**src/rtl/rapid_pkg.sv**
```systemverilog
// Shared types and default sizes for the rapid core: register index and data word.
package rapid_pkg;
  localparam int XLEN_DEF  = 32;
  localparam int NREGS_DEF = 32;
  localparam int AW_DEF    = $clog2(NREGS_DEF);

  typedef logic [AW_DEF-1:0]   reg_idx_t;
  typedef logic [XLEN_DEF-1:0] word_t;
endpackage

```
**src/rtl/rapid_scoreboard.sv**
```systemverilog
// Per-register busy scoreboard: RAW/WAW hazard detection, issue gating, flush and
// a registered count of outstanding destination registers.
module rapid_scoreboard #(
  parameter int NREGS    = 32,
  parameter int ZERO_REG = 1,
  localparam int AW = $clog2(NREGS),
  localparam int CW = $clog2(NREGS + 1)
) (
  input  logic          clk,
  input  logic          reset_n,
  input  logic          wr_en,
  input  logic [AW-1:0] wr_addr,
  input  logic          iss_valid,
  input  logic [AW-1:0] iss_rs1,
  input  logic [AW-1:0] iss_rs2,
  input  logic [AW-1:0] iss_rd,
  input  logic          iss_rd_en,
  output logic          iss_ready,
  input  logic          flush,
  output logic [CW-1:0] pending_cnt
);

  logic [NREGS-1:0] busy;
  logic [NREGS-1:0] busy_eff;
  logic [NREGS-1:0] busy_n;
  logic [CW-1:0]    cnt_n;
  logic             haz;
  logic             set_busy;

  // Handshake: an instruction issues on a cycle where iss_valid && iss_ready;
  // iss_ready never looks at iss_valid, so the decoder may hold valid freely.
  always_comb begin
    busy_eff = busy;
    if (wr_en) busy_eff[wr_addr] = 1'b0;
    haz       = busy_eff[iss_rs1] | busy_eff[iss_rs2] | (iss_rd_en & busy_eff[iss_rd]);
    iss_ready = ~haz & ~flush;
    set_busy  = iss_valid & iss_ready & iss_rd_en &
                ~((ZERO_REG != 0) && (iss_rd == '0));
  end

  // Set is applied after clear so a new producer keeps ownership on the same edge.
  always_comb begin
    busy_n = busy;
    if (flush) begin
      busy_n = '0;
    end else begin
      if (wr_en)    busy_n[wr_addr] = 1'b0;
      if (set_busy) busy_n[iss_rd]  = 1'b1;
    end
    cnt_n = '0;
    for (int i = 0; i < NREGS; i++) cnt_n = cnt_n + CW'(busy_n[i]);
  end

  always_ff @(posedge clk or negedge reset_n) begin
    if (!reset_n) begin
      busy        <= '0;
      pending_cnt <= '0;
    end else begin
      busy        <= busy_n;
      pending_cnt <= cnt_n;
    end
  end

endmodule

```
**src/rtl/rapid_regfile_sb.sv**
```systemverilog
// Register file with NRD registered write-first read ports, one write-back port,
// and the issue scoreboard.
module rapid_regfile_sb
  import rapid_pkg::*;
#(
  parameter int XLEN     = XLEN_DEF,
  parameter int NREGS    = NREGS_DEF,
  parameter int NRD      = 4,
  parameter int ZERO_REG = 1,
  localparam int AW = $clog2(NREGS),
  localparam int CW = $clog2(NREGS + 1)
) (
  input  logic              clk,
  input  logic              reset_n,
  input  logic [NRD*AW-1:0] rd_addr,
  output logic [NRD*XLEN-1:0] rd_data,
  input  logic              wr_en,
  input  logic [AW-1:0]     wr_addr,
  input  logic [XLEN-1:0]   wr_data,
  input  logic              iss_valid,
  input  logic [AW-1:0]     iss_rs1,
  input  logic [AW-1:0]     iss_rs2,
  input  logic [AW-1:0]     iss_rd,
  input  logic              iss_rd_en,
  output logic              iss_ready,
  input  logic              flush,
  output logic [CW-1:0]     pending_cnt
);

  logic [XLEN-1:0]     regs [NREGS];
  logic [NRD*XLEN-1:0] rd_data_n;
  logic                wr_ok;

  assign wr_ok = wr_en & ~((ZERO_REG != 0) && (wr_addr == '0));

  always_comb begin
    rd_data_n = '0;
    for (int i = 0; i < NRD; i++) begin
      if ((ZERO_REG != 0) && (rd_addr[i*AW +: AW] == '0))
        rd_data_n[i*XLEN +: XLEN] = '0;
      else if (wr_en && (wr_addr == rd_addr[i*AW +: AW]))
        rd_data_n[i*XLEN +: XLEN] = wr_data;
      else
        rd_data_n[i*XLEN +: XLEN] = regs[rd_addr[i*AW +: AW]];
    end
  end

  always_ff @(posedge clk or negedge reset_n) begin
    if (!reset_n) begin
      for (int i = 0; i < NREGS; i++) regs[i] <= '0;
      rd_data <= '0;
    end else begin
      if (wr_ok) regs[wr_addr] <= wr_data;
      rd_data <= rd_data_n;
    end
  end

  rapid_scoreboard #(
    .NREGS    (NREGS),
    .ZERO_REG (ZERO_REG)
  ) u_sb (
    .clk         (clk),
    .reset_n     (reset_n),
    .wr_en       (wr_en),
    .wr_addr     (wr_addr),
    .iss_valid   (iss_valid),
    .iss_rs1     (iss_rs1),
    .iss_rs2     (iss_rs2),
    .iss_rd      (iss_rd),
    .iss_rd_en   (iss_rd_en),
    .iss_ready   (iss_ready),
    .flush       (flush),
    .pending_cnt (pending_cnt)
  );

endmodule

```
**config.mk**
```make
export PLATFORM = sky130hd
export DESIGN_NAME = rapid_regfile_sb
export DESIGN_NICKNAME = d
export VERILOG_FILES = /design/src/rtl/rapid_pkg.sv /design/src/rtl/rapid_scoreboard.sv /design/src/rtl/rapid_regfile_sb.sv
export SDC_FILE = /design/constraint.sdc
export NUM_CORES = 2
export LEC_CHECK = 0
export CAP_MARGIN = 20
export CORE_UTILIZATION = 50
export DETAILED_ROUTE_END_ITERATION = 8
export GPL_ROUTABILITY_DRIVEN = 0
export HOLD_SLACK_MARGIN = 0.05
export PLACE_DENSITY = 0.67
export SLEW_MARGIN = 10
export SYNTH_ARGS = -nofsm -noshare
export SYNTH_HDL_FRONTEND = slang
export SYNTH_SLANG_ARGS = --single-unit
```
**constraint.sdc**
```tcl
create_clock -name clk -period 7.2 [get_ports clk]
set_input_delay 1.08 -clock clk [delete_from_list [all_inputs] [get_ports clk]]
set_output_delay 1.08 -clock clk [all_outputs]
set_load 0.02 [all_outputs]
```
-- After elaboration in Yosys (flattened, before gate mapping)
Cells that the tools add are included.
- $add $sub $neg: 31
- order comparisons: 12
- equality and inequality tests: 4
- mux-type cells: 37
- bitwise logic cells: 20
- reduce and logical (&&, ||, !) cells: 13
- operator list (kind ; count):
    1024-bit bitwise mux ; 1
    32-bit two-way mux ; 21
    32-bit binary-select mux with 5-bit select ; 4
    6-bit by 1-bit adder with 6-bit output ; 30
    32-bit demux with 5-bit select ; 1
    32-bit bitwise AND ; 1
    32-bit inverter ; 1
    32-bit bitwise OR ; 1
    6-bit >= comparator (second input constant) ; 5
    5-bit logical NOT ; 6
    5-bit inverter with 6-bit output ; 5
    5-bit by 6-bit less-than comparator with 1-bit output (second input constant) ; 4
    5-bit equality test ; 4
    1-bit binary-select mux with 5-bit select ; 3
    1-bit demux with 5-bit select ; 2
    5-bit by 1-bit >= comparator with 1-bit output (second input constant) ; 2
    1-bit logical AND ; 7
    1-bit bitwise AND ; 6
    6-bit by 1-bit less-than comparator with 1-bit output (second input constant) ; 1
    1-bit two-way mux ; 5
    1-bit inverter ; 4
    1-bit by 1-bit adder with 2-bit output ; 1
    1-bit bitwise OR ; 2
- bits in registers: 1190
- bits of input ports: 78
- output and inout port bits: 135
- logic and storage cells: 152

-- Depth between registers and ports, before layout
- word-level depth: 49
- gate-level depth with buffers: 30
- mapped depth without buffers: 25

-- Cells and area by module
Synthesis repeated with hierarchy kept, for this count alone.
- cells, all modules: 5956
- area total of the unflattened synthesis: 79492.5 um^2
- by module, submodules not included (module ; times used ; cells an instance ; area an instance (um^2) ; seq. area each (um^2)):
    rapid_regfile_sb ; 1 ; 5529 ; 75807.7 ; 28827.6
    rapid_scoreboard ; 1 ; 427 ; 3684.8 ; 950.9

-- Least setup slack after synthesis
OpenSTA, ideal clock, no wires.
- path type: input port to flip-flop
- start point: in wr_addr[3]
- end point: reg u_sb.pending_cnt[4]
- setup time: 0.080 ns
- arrival time: 7.653 ns
- required time: 7.120 ns
- slack: -0.533 ns
- stages on the path: 25
- path buffers: 3
- path through: or4b_1 -> buf_2 -> or2_0 -> clkbuf_1 -> a32o_1 -> o21ai_1 -> a31o_1 -> and4bb_1 -> nand2_1 -> buf_2 -> o31ai_1 -> ha_1 -> inv_1 -> fa_1 -> fa_1 -> fa_1 -> fa_1 -> fa_1 -> fa_1 -> inv_1 -> fa_1 -> fa_1 -> a21o_1 -> a21oi_1 -> xnor2_1
- cells in the longest elaborated chain, start to end: 49
- elaborated cells between the ends (all ways): 57
- those cells by class: add/sub: 31; order compare: 2; mux: 12; bitwise: 11; reduce/logical: 1
- ends and longest elaborated chain (what ; RTL line ; RTL):
    from (decl) ; rapid_regfile_sb.sv:18 ; input logic [AW-1:0] wr_addr,
    5-bit by 6-bit less-than comparator with 1-bit output (implied by the code) or 5-bit by 1-bit >= comparator with 1-bit output (tied branches) ; rapid_scoreboard.sv:34, rapid_scoreboard.sv:47 ;
    1-bit logical AND (implied by the code) ; rapid_scoreboard.sv:34, rapid_scoreboard.sv:47 ;
    1-bit two-way mux (implied by the code) ; rapid_scoreboard.sv:34, rapid_scoreboard.sv:47 ;
    1-bit demux with 5-bit select (*) ; -- ;
    32-bit inverter (no line) (*) ; -- ;
    32-bit bitwise AND (no line) (*) ; -- ;
    32-bit two-way mux (*) ; rapid_scoreboard.sv:34, rapid_scoreboard.sv:47 ;
    1-bit binary-select mux with 5-bit select ; rapid_scoreboard.sv:35 ; haz = busy_eff[iss_rs1] | busy_eff[iss_rs2] | (iss_rd_en & busy_eff[iss_rd]);
    [4 not listed] ; -- ;
    1-bit bitwise AND ; rapid_scoreboard.sv:36 ; iss_ready = ~haz & ~flush;
    1-bit bitwise AND (3 in series) ; rapid_scoreboard.sv:37 ; set_busy = iss_valid & iss_ready & iss_rd_en &
    32-bit two-way mux (*) ; rapid_scoreboard.sv:48 ; if (set_busy) busy_n[iss_rd] = 1'b1;
    32-bit two-way mux (*) ; rapid_scoreboard.sv:44 ; if (flush) begin
    net u_sb.busy_n[1] ; rapid_scoreboard.sv:25 ; logic [NREGS-1:0] busy_n;
    1-bit by 1-bit adder with 2-bit output (*) ; rapid_scoreboard.sv:51 ; for (int i = 0; i < NREGS; i++) cnt_n = cnt_n + CW'(busy_n[i]);
    6-bit by 1-bit adder with 6-bit output (*) (30 in series) ; rapid_scoreboard.sv:51 ;
    net u_sb.cnt_n[4] ; rapid_scoreboard.sv:26 ; logic [CW-1:0] cnt_n;
    to (signal assigned) ; rapid_scoreboard.sv:60 ; pending_cnt <= cnt_n;
    to (decl) ; rapid_scoreboard.sv:20 ; output logic [CW-1:0] pending_cnt
Mark *: on every way through the listed nets, which the timed path passes. The rest lies on a longest branch. The select of a mux whose other input is x is not followed.
A chain may end at the register's enable or synchronous reset.

-- Worst setup path after layout
Same ends and word-level chain as after synthesis.

==> metrics.md <==
| Metric | Value |
|---|---|
| RSZ-0062 raised after global routing | `yes` |
| DPL Wire Length | `approximately 160000 um` |
| Syn Area/Cell | `between 10 and 15 um2` |
| Gr ovfl total | `0` |
| CP arrival | `7.82 ns` |
| Syn-to-layout area delta | `13.35%` |
| Setup violations, final | `0` |
| IO Pins | `~210` |
| Routed Wire Length | `around 280000 um` |
| Rel. slew slack | `0.1973` |
| Area leader, netlist | `dfrtp_1` |
| I/O Buffers | `212` |
| H-tree levels | `4` |
| Die Y | `roughly 400 um` |
| First-pass GRT wire length | `just over 400000 um` |
| Status | `complete, no violations` |
| Worst path slowest cell | `or4b_4` |
| Internal power | `16190 uW` |
| Synthesized net count | `approximately 5400` |
| Synth Area in Compound Gates | `0.04534` |
| Avg Vias per Cell | `about 7.5` |
| Synth Area in XOR/XNOR | `0.002892` |
| Synth Area in Simple Gates | `0.02567` |
| Nets | `around 5400` |
| Met3 GRT Util | `0.1102` |
| Post-route DRC | `0` |
| Worst-path clk slew | `roughly 0.050 ns` |
| Warnings, synthesis | `0` |
| Most common library cell in the layout ignoring fill and taps | `dfrtp_1` |
| Root Buffer | `clkbuf_16` |
| Cells after Synth | `between 5000 and 6000` |
| Vias | `~56000` |
| Vias in the first global route | `around 56000` |
| Final Max Slew Viols | `0` |
| Sequential Power Share | `0.404` |
| ANT nets after route | `0` |
| Comb pwr share | `0.278` |
| CTS Sinks | `1190` |
| Post-synth EDFFs | `0` |
| CP most frequent cell | `fa_1` |
| Post-Syn Area | `~79000 um2` |
| Pleak | `approximately 0.036 uW` |
| Final hold vios | `0` |
| Critical Path RT | `7.89 ns` |
| Max frequency | `between 100 and 150 MHz` |
| Largest net degree at the start of global routing | `around 170` |
| Worst Path Max Fanout | `7` |
| R2R depth | `23` |
| Sw Share | `0.3037` |
| Most used flip-flop cell after synthesis | `dfrtp_1` |
| Count of cell types in the netlist | `75` |
| Pwr Density | `about 260 nW/um2` |
| Period utilisation layout | `0.9910` |
| Most Used Layer, Global Route | `met2` |
| Mux cell area share after synthesis | `0.5060` |
| WHS | `around 0.25 ns` |
| Ranking of synthesized cells by area | `dfrtp_1 38%, mux4_2 32%, mux2_2 15%` |
| Reg-to-reg critical path startpoint | `u_sb.busy[5]` |
| Rows | `roughly 150` |
| Layout Utilization | `0.5713` |
| Post-synth ARST share | `1.000` |
| Commonest non-fill, non-tap cells in the layout | `1190 x dfrtp_1, 1133 x mux4_2, 1022 x mux2_2` |
| CTS buffer count | `136` |
| GR Layer Usage met2 | `0.5267` |
| Switching power total | `7063 uW` |
| Die extent in x | `roughly 400 um` |
| TritonRoute pass-1 iters | `7` |
| Min-Delay Path Class | `input pin to asynchronous set/reset pin` |
| Critical path capture point type | `register` |
| #FFs+latches synth | `approximately 1200` |
| CP peak stage delay | `between 0.5 and 0.6 ns` |
| Worst IR drop on VDD | `~260 uV` |
| M1 GR Usage | `0.4944` |
| Max Cap Viol | `0` |
| Initial Util | `0.5040` |
| Clock Path Buffers | `3` |
| Post-synthesis adder-cell area fraction | `0.007374` |
| Synth top area share | `0.3782` |
| Startpoint Class | `input pin` |
| R2r endpoint | `u_sb.pending_cnt[4]` |
| Worst slew pin tran | `between 1 and 1.5 ns` |
| Starting DRC count in detailed routing | `7869` |
| Antenna violations before repair | `17` |
| Seq/Total Area, Yosys | `0.3782` |
| Layout Cells excl Fill | `7492` |
| Skew final | `around 0.038 ns` |
| Share of cells above drive strength 1 | `0.5234` |
| Die area | `159000 um2` |
| Fin crit period | `7.135 ns` |
| DR WL/cell | `between 30 and 40 um` |
| FF-to-FF setup slack | `about 0.47 ns` |
| Cts hold-fix bufs | `0` |
| Core Region | `around 160000 um2` |
| Worst-skew pair later-pin latency | `~0.79 ns` |
| Largest family of logic cells by synthesized area | `multiplexers` |
| Clock group share of total power | `0.318` |
| CTS tree | `done` |
| Total global-route track usage | `0.3621` |
| Dpl cells | `7215` |
| CP Class | `input pin to register` |
cells in the mapped netlist, types with 14 or more instances:
cell type	n
nor3_1	14
mux2i_1	281
o221ai_1	14
a221oi_1	18
nor2_1	174
o22ai_1	56
nand2_1	60
fa_1	24
o21ai_0	34
mux2_2	1022
dfrtp_1	1190
nand2b_1	24
buf_2	84
o211ai_1	30
buf_1	102
inv_1	35
clkbuf_1	470
nor2b_1	57
a211oi_1	214
mux4_2	1133
xor2_1	19
a21oi_1	70
timing repair:
action / in CTS / in global routing
setup endpoints to repair: 5 / 5
setup buffers: 1 / 14
resized for setup: 32 / 56
cloned: 0 / 2
pin swaps: 2 / 16
flip-flops by register name (all words and copies together), names as in the netlist:
register / count
rd_data: 128
regs: 1024
u_sb.busy: 32
u_sb.pending_cnt: 6
cell families (layout without fill, tap and decap cells):
kind of cell | Yosys count | after routing
buf+inv | 694 | 833
compound gates | 504 | 504
flops | 1190 | 1190
simple gates | 403 | 403
xor+xnor | 26 | 26
mux | 2436 | 2436
other cells | 0 | 10
fa+ha+maj | 32 | 32
power by group through the flow:
stage	Sequential [uW]	Combinational [uW]	Clock [uW]
final	9380	6470	7400
after global routing	9570	6770	7730
after CTS	9310	6400	7460
after detailed placement	9410	6360	0
after global placement	9310	6290	0
after floorplan	9170	4410	0
critical path: cells and delay by family:
kind                     cells  cell delay, ns
adder cells (fa/ha/maj)      9            3.81
buffers and inverters        5            0.56
AND/OR/NAND/NOR              4            0.94
AO/OA/AOI/OAI                6            1.32
XOR/XNOR                     1            0.12
worst max path at each step:
stage | to | start | slack [ns]
global placement | u_sb.pending_cnt[4] | wr_addr[0] | -1.23
detailed placement | u_sb.pending_cnt[4] | wr_addr[3] | -1.28
floorplan | u_sb.pending_cnt[4] | wr_addr[3] | -0.25
finish | u_sb.pending_cnt[4] | wr_addr[3] | 0.06
CTS | u_sb.pending_cnt[4] | wr_addr[1] | -0.09
global route | u_sb.pending_cnt[4] | wr_addr[3] | -0.14
stage by stage:
step                power, uW  setup slack (ns)  setup TNS (ns)  cell area [um2]
floorplan               13580           -0.2518         -0.2972            78780
global placement        15600            -1.228          -6.040            83980
detailed placement      15770            -1.279          -6.243            84060
CTS                     23170          -0.09138        -0.09138            88860
global route            24070           -0.1435         -0.2414            89240
finish                  23260           0.06499               0            89240
area by class of cell:
class                      count  area (um2)
clock buffer                 191        4079
timing repair buffer         550        5229
inverter                      37       138.9
multi-input combinational   3401       46740
fill                       12140       66970
antenna                       10       25.02
sequential                  1190       29780
tap                         2058        2575
clock inverter                55       670.6
per-layer routing:
metal / up-vias / wire length [um]
met5: - / 32
met4: 6 / 15840
met3: 863 / 36410
met2: 4152 / 127200
met1: 29890 / 104800
li1: 21410 / -
No activity file was read; power rests on OpenSTA's default activity.
